--- src/rtl/controlador_interrupciones_8_pkg.sv ---
// Shared types and constants for the 8-source interrupt sequencer.
// Holds FSM encodings, code constants and the rotate helper.
package controlador_interrupciones_8_pkg;

    typedef enum logic [1:0] {
        IDLE  = 2'd0,
        ARB   = 2'd1,
        ISSUE = 2'd2
    } estado_t;

    localparam logic [3:0] CODE_NONE = 4'b0000;
    localparam int         VALID     = 3;

    function automatic logic [7:0] rotr8(
        input logic [7:0] v,
        input logic [2:0] s
    );
        logic [15:0] d;
        d = {v, v} >> s;
        return d[7:0];
    endfunction

endpackage

--- src/rtl/controlador_interrupciones_8_if.sv ---
// Request/grant bundle between the sources, the sequencer and the consumer.
// slave is the sequencer side, master is the board/consumer side.
interface controlador_interrupciones_8_if;

    logic [7:0] req;
    logic [7:0] mask;
    logic       ack;
    logic       irq;
    logic [3:0] code;
    logic [7:0] pend;
    logic       err;

    modport master (
        output req, mask, ack,
        input  irq, code, pend, err
    );

    modport slave (
        input  req, mask, ack,
        output irq, code, pend, err
    );

endinterface

--- src/rtl/controlador_interrupciones_8_codificador_prioridad_8.sv ---
// Combinational 8-to-{valid, idx} encoder, lowest set bit wins.
// Yields CODE_NONE when no input bit is set.
module codificador_prioridad_8
    import controlador_interrupciones_8_pkg::*;
(
    input  logic [7:0] v,
    output logic [3:0] code
);

    always_comb begin
        code = CODE_NONE;
        for (int i = 7; i >= 0; i--) begin
            if (v[i]) code = {1'b1, 3'(i)};
        end
    end

endmodule

--- src/rtl/controlador_interrupciones_8.sv ---
// Round-robin interrupt sequencer: edge capture, pending/mask,
// one grant at a time with ack handshake and optional timeout.
module controlador_interrupciones_8
    import controlador_interrupciones_8_pkg::*;
#(
    parameter int TIMEOUT   = 255,
    parameter int N_FUENTES = 8
) (
    input logic clk,
    input logic rst_n,
    controlador_interrupciones_8_if.slave bus
);

    localparam logic [7:0] TO_LAST =
        8'((TIMEOUT == 0) ? 0 : TIMEOUT - 1);

    estado_t state, state_n;

    logic [N_FUENTES-1:0] req_q, pending, pending_n;
    logic [N_FUENTES-1:0] rise, elig, clr, rot;
    logic [2:0]           ptr, ptr_n, idx, idx_n, sel;
    logic [7:0]           cnt, cnt_n;
    logic [3:0]           enc;
    logic                 irq_q, irq_n, err_q, err_n;
    logic [3:0]           code_q, code_n;

    assign rise = bus.req & ~req_q;
    assign elig = pending & ~bus.mask;
    assign rot  = rotr8(elig, ptr);
    assign sel  = enc[2:0] + ptr;

    codificador_prioridad_8 u_enc (
        .v    (rot),
        .code (enc)
    );

    always_comb begin
        state_n = state;
        idx_n   = idx;
        ptr_n   = ptr;
        cnt_n   = cnt;
        clr     = '0;
        irq_n   = irq_q;
        code_n  = code_q;
        err_n   = 1'b0;
        unique case (state)
            IDLE: begin
                irq_n  = 1'b0;
                code_n = CODE_NONE;
                if (|elig) state_n = ARB;
            end
            ARB: begin
                // mask may have changed since IDLE; fall back if nothing left
                if (enc[VALID]) begin
                    idx_n   = sel;
                    cnt_n   = '0;
                    irq_n   = 1'b1;
                    code_n  = {1'b1, sel};
                    state_n = ISSUE;
                end else begin
                    state_n = IDLE;
                end
            end
            ISSUE: begin
                if (bus.ack) begin
                    clr      = 8'(1) << idx;
                    ptr_n    = idx + 3'd1;
                    irq_n    = 1'b0;
                    code_n   = CODE_NONE;
                    state_n  = IDLE;
                end else if (TIMEOUT != 0 && cnt == TO_LAST) begin
                    err_n    = 1'b1;
                    ptr_n    = idx + 3'd1;
                    irq_n    = 1'b0;
                    code_n   = CODE_NONE;
                    state_n  = IDLE;
                end else begin
                    cnt_n    = cnt + 8'd1;
                end
            end
            default: state_n = IDLE;
        endcase
        // a new rising edge outranks a same-cycle clear
        pending_n = (pending & ~clr) | rise;
    end

    always_ff @(posedge clk or negedge rst_n) begin
        if (!rst_n) state <= IDLE;
        else        state <= state_n;
    end

    always_ff @(posedge clk or negedge rst_n) begin
        if (!rst_n) begin
            req_q   <= '0;
            pending <= '0;
            ptr     <= '0;
            idx     <= '0;
            cnt     <= '0;
            irq_q   <= 1'b0;
            code_q  <= CODE_NONE;
            err_q   <= 1'b0;
        end else begin
            req_q   <= bus.req;
            pending <= pending_n;
            ptr     <= ptr_n;
            idx     <= idx_n;
            cnt     <= cnt_n;
            irq_q   <= irq_n;
            code_q  <= code_n;
            err_q   <= err_n;
        end
    end

    assign bus.irq  = irq_q;
    assign bus.code = code_q;
    assign bus.pend = pending;
    assign bus.err  = err_q;

endmodule

--- src/flat_wrapper.sv ---
// flat-port wrapper written by rule: the top's interface ports become plain ports
module controlador_interrupciones_8_flat import controlador_interrupciones_8_pkg::*;
#(
    parameter int TIMEOUT   = 255,
    parameter int N_FUENTES = 8
)
  (clk, rst_n, bus_req, bus_mask, bus_ack, bus_irq, bus_code, bus_pend, bus_err);
  controlador_interrupciones_8_if bus_i ();
  input logic clk;
  input logic rst_n;
  input wire logic [$bits(bus_i.req)-1:0] bus_req;
  input wire logic [$bits(bus_i.mask)-1:0] bus_mask;
  input wire logic [$bits(bus_i.ack)-1:0] bus_ack;
  output wire logic [$bits(bus_i.irq)-1:0] bus_irq;
  output wire logic [$bits(bus_i.code)-1:0] bus_code;
  output wire logic [$bits(bus_i.pend)-1:0] bus_pend;
  output wire logic [$bits(bus_i.err)-1:0] bus_err;
  assign bus_i.req = bus_req;
  assign bus_i.mask = bus_mask;
  assign bus_i.ack = bus_ack;
  assign bus_irq = bus_i.irq;
  assign bus_code = bus_i.code;
  assign bus_pend = bus_i.pend;
  assign bus_err = bus_i.err;
  controlador_interrupciones_8 #(.TIMEOUT(TIMEOUT), .N_FUENTES(N_FUENTES)) u_core (.clk(clk), .rst_n(rst_n), .bus(bus_i));
endmodule
--- config.mk ---
export PLATFORM = sky130hd
export DESIGN_NAME = controlador_interrupciones_8_flat
export DESIGN_NICKNAME = d
export VERILOG_FILES = /design/src/rtl/controlador_interrupciones_8_pkg.sv /design/src/rtl/controlador_interrupciones_8_if.sv /design/src/rtl/controlador_interrupciones_8_codificador_prioridad_8.sv /design/src/rtl/controlador_interrupciones_8.sv /design/src/flat_wrapper.sv
export SDC_FILE = /design/constraint.sdc
export NUM_CORES = 1
export LEC_CHECK = 0
export ABC_AREA = 1
export CORE_ASPECT_RATIO = 0.7
export CORE_MARGIN = 5
export CORE_UTILIZATION = 58
export DETAILED_ROUTE_END_ITERATION = 10
export GPL_ROUTABILITY_DRIVEN = 0
export HOLD_SLACK_MARGIN = 0.08
export PLACE_DENSITY = 0.85
export RECOVER_POWER = 25
export SLEW_MARGIN = 20
export SYNTH_ARGS = -nofsm -noshare
export SYNTH_HDL_FRONTEND = slang
export SYNTH_SLANG_ARGS = --single-unit
export TNS_END_PERCENT = 5
--- constraint.sdc ---
create_clock -name clk -period 5.9 [get_ports clk]
set_clock_uncertainty 0.1 [all_clocks]
set_input_delay 1.18 -clock clk [delete_from_list [all_inputs] [get_ports clk]]
set_output_delay 1.18 -clock clk [all_outputs]
set_load 0.1 [all_outputs]
; ---- Word-level counts from Yosys, hierarchy flattened
; Cells that the tools add are included.
[op_classes]
n_addsub = 3
eq_ne = 8
shift = 2
muxes = 32
bitwise_logic = 7
n_reduce_logical = 10
[ops]
columns = operator, n
row1 = two-way mux 4 bit, 11
row2 = two-way mux 8 bit, 5
row3 = AND 8 bit, 3
row4 = inverter 8 bit, 3
row5 = one-hot mux 8 bit (2 select lines), 1
row6 = right shift 16 x 3 -> 8 bit, 1
row7 = one-hot mux 4 bit (3 select lines), 1
row8 = "adder 8 x 1 -> 8 bit, second input constant", 1
row9 = "== test 8 bit, second input constant", 1
row10 = two-way mux 2 bit, 4
row11 = OR 8 bit, 1
row12 = OR reduction 8 bit, 1
row13 = "<< shifter 1 x 3 -> 8 bit, first input constant", 1
row14 = two-way mux 1 bit, 6
row15 = two-way mux 3 bit, 2
row16 = one-hot mux 2 bit (3 select lines), 1
row17 = AND reduction 2 bit, 3
row18 = "inequality test 2 x 1 -> 1 bit, second input constant", 2
row19 = "inequality test 2 bit, second input constant", 2
row20 = AND reduction 4 bit, 1
row21 = nonzero test 2 bit, 2
row22 = "adder 3 x 1 -> 3 bit, second input constant", 1
row23 = adder 3 bit, 1
row24 = "inequality test 3 x 2 -> 1 bit, second input constant", 1
row25 = 6 further kinds, 6
[totals]
regBits = 38
output_inout_bits = 14

; ---- Depth between registers and ports, before layout
; Gate-level depths: netlist of the first run.
[depth]
word_depth = 14
mapped_depth = 22

; ---- By module
; From an unflattened synthesis of the first run, not the netlist that was laid out.
[hier_totals]
hier_cells = 297
hier_area_um2 = 2204.6
[modules_own_cells]
columns = mod, n_inst, cells_per_inst, area_per_inst_um2
row1 = controlador_interrupciones_8, 1, 275, 2105.8
row2 = codificador_prioridad_8, 1, 22, 98.8

; ---- Least setup slack after synthesis of the first run
; OpenSTA, ideal clock, no wires.
[synth_timing]
path_kind = input port to flip-flop
start = input port bus_mask[2]
end = register u_core.idx[2]
setup_ns = 0.120
t_arrival_ns = 2.940
slack_ns = 2.740
cell_stages = 20
path_cell_list = inv_1 > nand3_1 > nand3_2 > nand3_1 > nand2_1 > nand2_1 > nand2_1 > nand2_1 > nand2_1 > nand2_1 > a21oi_1 > ha_1 > inv_1 > fa_1 > xor2_1 > inv_1 > nand2_1 > nand2_1 > nand2_2 > o21ai_2
[synth_between]
elab_chain_cells = 12
word_cells_on_any_way = 13
cone_classes = add/sub: 1 / shift: 1 / mux: 8 / bitwise: 2 / reduce/logical: 1
[synth_lines]
columns = element, line
row1 = "start, declared", flat_wrapper.sv:12  ; input wire logic [$bits(bus_i.mask)-1:0] bus_mask;
row2 = inverter 8 bit (*), controlador_interrupciones_8.sv:28  ; assign elig = pending & ~bus.mask;
row3 = AND 8 bit (*), controlador_interrupciones_8.sv:28
row4 = right shift 16 x 3 -> 8 bit (*), controlador_interrupciones_8_pkg.sv:19  ; d = {v, v} >> s;
row5 = two-way mux 4 bit (7 in a row), controlador_interrupciones_8_codificador_prioridad_8.sv:13  ; if (v[i]) code = {1'b1, 3'(i)};
row6 = two-way mux 4 bit (*), controlador_interrupciones_8_codificador_prioridad_8.sv:13
row7 = adder 3 bit / AND reduction 2 bit (equally long branches), --
row8 = "end signal, assigned", controlador_interrupciones_8.sv:106  ; idx <= idx_n;
row9 = "end, declared", controlador_interrupciones_8.sv:21  ; logic [2:0] ptr, ptr_n, idx, idx_n, sel;
; Mark *: on every way between the ends. The rest lies on a longest branch, timed or not.
; A chain may end at the register's enable or synchronous reset.

; ---- Final worst setup path of the first run
[layout_timing]
start = input port bus_mask[3]
end = register u_core.idx[2]
; The elaborated chain is that of the path after synthesis.

==> qor.yml, run 1 <==
num_io_pins: 33
wl_per_cell_um: 13.9
die_h_um: 61.7
worstMarginPinSlew_ns: 1.92
port_buffers: 32
synth_compound_area_share_pct: 8.74
cts_root_buffer: "clkbuf_8"
cts_tree: "done"
path_delay_family: "simple AND/OR/NAND/NOR gates"
fin_crit_ns: 3.56
antenna_cells: 0
syn2layout_area_growth_pct: 18.7
violations: "capacitance limit, slew limit"
synth_cells: 268
crit_type: "input port to register"
place_hpwl_um: 3880
synthesis.nets: 297
hold_buffers: 0
p_total_uw: 1310
maxSlewViolCount: 38
synth.area.mux_share_pct: 0
synth_top_cell_area_share_pct: 41.7
grt_pass1_wl_um: 8440
hold_path.class: "register to register"
grt_start_max_net_pins: 38
crit_path_start_kind: "input port"
die_area_um2: 5180
finalHoldViolCount: 0
synth_xor_area_share_pct: 1.18
synth_area_leaders: "dfrtp_1 42%, nand3_1 9.9%, nand2_1 9.8%"
slew-limit-headroom_pct: -27.8
cts_sinks: 37
place_inst: 345
vias: 1883
ys_warn_count: 0
fillers: 295
fmax_mhz: 281
worstPathArrival_ns: 3.64
synthAdderAreaFrac_pct: 5.98
yosys.area_share.simple_pct: 32.7
worst-path-buf-inv: 3
setup_viol: 0
ys_seq_elements: 37
drive_gt1_share_pct: 13.2
wl_um: 4910
yosys.area.top_type: "dfrtp_1"
cp.depth: 21
post_cts_buffers: 0
status: "finished, violations left"
cpMostUsedCell: "nand2_1"
seq_area_frac_synth_pct: 41.7
max-cap-violations: 1
synth_cell_type_count: 34
synth_top_family_by_area: "simple AND/OR/NAND/NOR gates"
fin_crit_sh_pct: 60.4
grt_pass1_vias: 1809
rows: 18
path_cells: "clkdlybuf4s50_1 -> nor2_1 -> nand2_2 -> nand3_1 -> nand3_1 -> nand2_1 -> nand2_1 -> nand2_1 -> nand2_1 -> nand2_1 -> nand2_1 -> a21oi_1 -> ha_1 -> inv_1 -> fa_1 -> xor2_1 -> inv_1 -> nand2_1 -> nand2_1 -> nand2_2 -> o21ai_2"
antenna_found_initial: 0
cp_slowest_stage_delay_ns: 0.43
setup-tns-final_ns: 0
syn_avg_cell_area_um2: 8.28
h-tree-depth: 2
grtUsageTotal_pct: 21.0
p_per_area_nw_per_um2: 498
clk_latency_ns: 0.28
clk_pin_slew_ns: 0.07
avgViaCountPerCell: 5.33
coreArea_um2: 3600
path_max_fanout: 2
die_w_um: 83.9
p_leak_uw: 0.00133
cp.required_ns: 5.97
cts_buffers: 5
fin_cells: 353
finalNetCount: 331
fin_util_pct: 73.1
overflow: 0
reg2reg_slack_ns: 3.01
irDropWorstVdd_mv: 0.282
drt_first_pass_iters: 4
syn_area_um2: 2220
postCtsResizedCells: 0
r2r_cells: 19
drtIter0Drc: 213
ctsLongestPathBuffers: 2
postRouteAntennaNets: 0
slowest_stage: "clkdlybuf4s50_1"
critPathCaptureType: "register"
drc: 0
start_util_pct: 61.6
rsz0062_at_grt: "no"
timing.hold.ws_ns: 0.307
whs_path_depth: 1
## worst paths after layout
path / start / endpoint
max: bus_mask[3] / u_core.idx[2]$_DFFE_PN0P_
min: u_core.req_q[4]$_DFF_PN0_ / u_core.bus.pend[4]$_DFF_PN0_
max reg2reg: u_core.ptr[0]$_DFFE_PN0P_ / u_core.idx[2]$_DFFE_PN0P_
min reg2reg: u_core.req_q[4]$_DFF_PN0_ / u_core.bus.pend[4]$_DFF_PN0_
max in group asynchronous: rst_n / u_core.bus.code[1]$_DFFE_PN0P_
min in group asynchronous: rst_n / u_core.cnt[0]$_DFFE_PN0P_
## sequential cells by signal, indices dropped and copies added (netlist names)
name,flops
u_core.req_q,8
u_core.ptr,3
u_core.bus.irq,1
u_core.bus.err,1
u_core.cnt,8
u_core.bus.code,3
u_core.bus.pend,8
u_core.state,2
u_core.idx,3
## Yosys cell counts, drive strengths merged
cell type and instances:
o211ai 1, a31oi 1, o21ai 22, dfrtp 37, nand4 2, buf 5
o21a 1, inv 43, nand2 64, a21oi 4, nand3 53, fa 1
nor3 5, nor2 13, a211oi 2, xor2 3, ha 9, o31ai 1
nor3b 1
## per-layer routing
layer	global-route usage, %	part of all wire [%]
met4	6.65	1.2
met5	0	0
met1	29.9	51
met2	31.4	42
met3	6.19	6.6
## power by group
group | switching, µW | internal (µW) | leakage (µW)
sequential | 81.5 | 309 | 0.000441
combinational | 522 | 228 | 0.000854
clock | 87.3 | 83.5 | 0.0000385
## kinds of logic after synthesis
logic type | Yosys count
XOR/XNOR | 3
AND/OR/NAND/NOR | 138
buffers and inverters | 48
AO/OA/AOI/OAI | 32
flip-flops | 37
adder cells (fa/ha/maj) | 10
## cell usage in the layout (no fill, tap or decap), types with 2 or more instances in the layout
cell type	netlist	layout
inv_1	38	38
a211oi_1	2	2
o21ai_1	2	2
inv_2	3	3
nand3_2	8	8
xor2_1	3	3
nand3_1	44	44
nand2_2	5	5
o21ai_0	16	16
nor3_1	3	3
a21oi_1	4	4
nor2_1	8	8
dfrtp_1	37	37
nor2_2	4	4
o21ai_2	4	4
clkbuf_1	0	3
ha_1	9	9
nand2_1	58	58
clkdlybuf4s50_1	0	22
clkbuf_8	0	5
dlygate4sd3_1	0	9
## through the flow
stage	instance area (µm²)	worst slack [ns]
finish	2630	2.34
global route	2630	2.06
detailed placement	2550	2.09
floorplan	2220	2.74
global placement	2550	2.19
CTS	2640	2.39
## final cells by class
type / count / area [µm²] / area share (%)
multi-input cells: 183 / 1080 / 40.9
repair buffers: 32 / 314 / 11.9
flip-flops and latches: 37 / 926 / 35.2
inverters: 43 / 169 / 6.41
clock inverters: 1 / 7.51 / 0.285
well taps: 50 / 62.6 / 2.38
clock buffers: 7 / 76.3 / 2.90
No activity file was read; power rests on OpenSTA's default activity.
==> run 2: changes to the inputs <==
--- a/config.mk
+++ b/config.mk
@@ -8,11 +8,11 @@
 export ABC_AREA = 1
 export CORE_ASPECT_RATIO = 0.7
 export CORE_MARGIN = 5
-export CORE_UTILIZATION = 58
+export CORE_UTILIZATION = 49
 export DETAILED_ROUTE_END_ITERATION = 10
 export GPL_ROUTABILITY_DRIVEN = 0
 export HOLD_SLACK_MARGIN = 0.08
-export PLACE_DENSITY = 0.85
+export PLACE_DENSITY = 0.76
 export RECOVER_POWER = 25
 export SLEW_MARGIN = 20
 export SYNTH_ARGS = -nofsm -noshare
==> constraint.sdc (replaced) <==
create_clock -name clk -period 3.1 [get_ports clk]
set_clock_uncertainty 0.1 [all_clocks]
set_input_delay 0.62 -clock clk [delete_from_list [all_inputs] [get_ports clk]]
set_output_delay 0.62 -clock clk [all_outputs]
set_load 0.1 [all_outputs]
==> run 2 against run 1 <==
The flow still finishes with violations (capacitance limit, slew limit). First-iteration DRC count down 42%. Clock power increased by 140%. Worst setup slack got worse by 2.1 ns. Critical endpoint unchanged. Largest power group unchanged. Highest routed layer unchanged.
==> qor.yml, run 2 (synthesis results as in run 1) <==
antenna_found_initial: 0
cts_buffers: 5
setup_viol: 0
slew-limit-headroom_pct: -26.4
irDropWorstVdd_mv: 0.674
p_leak_uw: 0.00145
status: "finished, violations left"
p_sw_share_pct: 50.8
finalNetCount: 336
final_common_cell: "nand2_1"
postRouteAntennaNets: 0
port_buffers: 32
seq_power_share_pct: 27.8
cts_tree: "done"
mostFrequentLayoutCells: "53 x nand2_1, 36 x dfrtp_1, 32 x inv_1"
max-cap-violations: 1
ctsLongestPathBuffers: 2
drtIter0Drc: 123
die_w_um: 90.4
timing.hold.ws_ns: 0.313
critPathCaptureType: "register"
fin_util_pct: 64.3
coreArea_um2: 4350
fin_ws_ns: 0.225
cp.required_ns: 3.18
hold_buffers: 0
fmax_mhz: 348
use_met2_pct: 21.5
avgViaCountPerCell: 5.22
die_h_um: 66.3
clkPwrFrac_pct: 15.4
switching_power_uw: 1380
grt_pass1_vias: 1658
h-tree-depth: 2
drive_gt1_share_pct: 29.5
antenna_cells: 0
violations: "capacitance limit, slew limit"
worstPathArrival_ns: 2.95
whs_path_depth: 1
p_per_area_nw_per_um2: 972
cts_root_buffer: "clkbuf_8"
drt_first_pass_iters: 4
drc: 0
start_util_pct: 50.9
rows: 20
pre_cts_ws_ns: -0.128
use_met3_pct: 5.12
hold_path.class: "register to register"
worstMarginPinSlew_ns: 1.90
crit_path_start_kind: "input port"
clk_pin_slew_ns: 0.08
wl_per_cell_um: 13.3
num_io_pins: 33
grt_start_max_net_pins: 38
fin_crit_ns: 2.87
fin_crit_sh_pct: 92.7
place_hpwl_um: 3660
grt_use_met1_pct: 24.4
syn2layout_area_growth_pct: 26.2
clk_latency_ns: 0.29
maxSlewViolCount: 38
r2r_cells: 19
finalHoldViolCount: 0
overflow: 0
grt_busiest_layer: "met1"
die_area_um2: 5990
path_max_fanout: 3
vias: 1896
intPower_uw: 1340
grtUsageTotal_pct: 16.0
grt_pass1_wl_um: 7750
crit_type: "input port to register"
p_comb_share_pct: 56.8
cts_sinks: 37
wl_um: 4820
==> run 2: cell types whose count changed in the layout (fill, tap and decap cells not counted), sizes merged <==
cell | previous run | this run
clkinv | 0 | 1
bufinv | 0 | 1
buf | 0 | 19
dlymetal6s2s | 0 | 5
clkbuf | 8 | 6
dlygate4sd3 | 9 | 8
clkdlybuf4s50 | 22 | 4
==> run 2: area by class of cell <==
type / count / area [µm²]
Fill cell: 359 / 1560
Clock inverter: 3 / 46.3
Inverter: 43 / 169
Clock buffer: 5 / 68.8
Sequential cell: 37 / 927
Timing Repair Buffer: 37 / 329
Multi-Input combinational cell: 183 / 1190
Tap cell: 55 / 68.8
==> run 2: path summary, 6_finish.rpt <==
check | startpoint | end | slack (ns)
max | bus_mask[1] | u_core.idx[2]$_DFFE_PN0P_ | 0.23
min reg2reg | u_core.req_q[4]$_DFF_PN0_ | u_core.bus.pend[4]$_DFF_PN0_ | 0.31
max reg2reg | u_core.ptr[1]$_DFFE_PN0P_ | u_core.idx[2]$_DFFE_PN0P_ | 0.31
min | u_core.req_q[4]$_DFF_PN0_ | u_core.bus.pend[4]$_DFF_PN0_ | 0.31
max in group asynchronous | rst_n | u_core.ptr[0]$_DFFE_PN0P_ | 0.92
min in group asynchronous | rst_n | u_core.cnt[0]$_DFFE_PN0P_ | 0.75
==> run 2: layer usage <==
metal,share of wire [%],wire [µm],up-vias
met2,44,2110,40
li1,-,-,955
met1,49,2380,897
met4,0.44,21,0
met3,6.3,305,4
met5,0,0,-
==> run 2: power groups by stage <==
stage                     sequential, µW  combinational [µW]  clock, µW
final                                756                1550        418
after global routing                 776                1720        447
after CTS                            736                1430        429
after detailed placement             742                1420          0
after global placement               741                1400          0
after floorplan                      928                 941          0
==> run 2: worst max-delay path, cell delays in order <==
cell and delay (ns):
clkdlybuf4s50_1 0.48, inv_2 0.06, nand3_2 0.06, nand3_2 0.07
nand2_2 0.08, nand2_2 0.05, nand2_2 0.08, nand2_1 0.05
nand2_1 0.06, nand2_1 0.05, nand2_1 0.06, nand2_1 0.06
a21oi_2 0.14, ha_2 0.18, inv_2 0.04, fa_2 0.36
xor2_2 0.15, inv_1 0.06, nand2_1 0.06, nand2_1 0.06
nand2_2 0.06, o21ai_2 0.05
==> run 2: timing repair <==
| action | CTS | global route |
|---|---|---|
| endpoints found under the setup margin | 0 | 2 |
| buffers inserted | 0 | 1 |
| gates resized for setup | 0 | 37 |
==> run 2: per-stage QoR <==
stage | cells | setup TNS [ns] | area (µm²) | power (µW)
3_5_place_dp | 354 | -0.248 | 2550 | 2160
5_1_grt | 363 | -0.0416 | 2800 | 2950
3_3_place_gp | 354 | -0.0975 | 2550 | 2140
2_1_floorplan | 268 | 0 | 2220 | 1870
6_report | 363 | 0 | 2800 | 2720
4_1_cts | 362 | 0 | 2670 | 2590
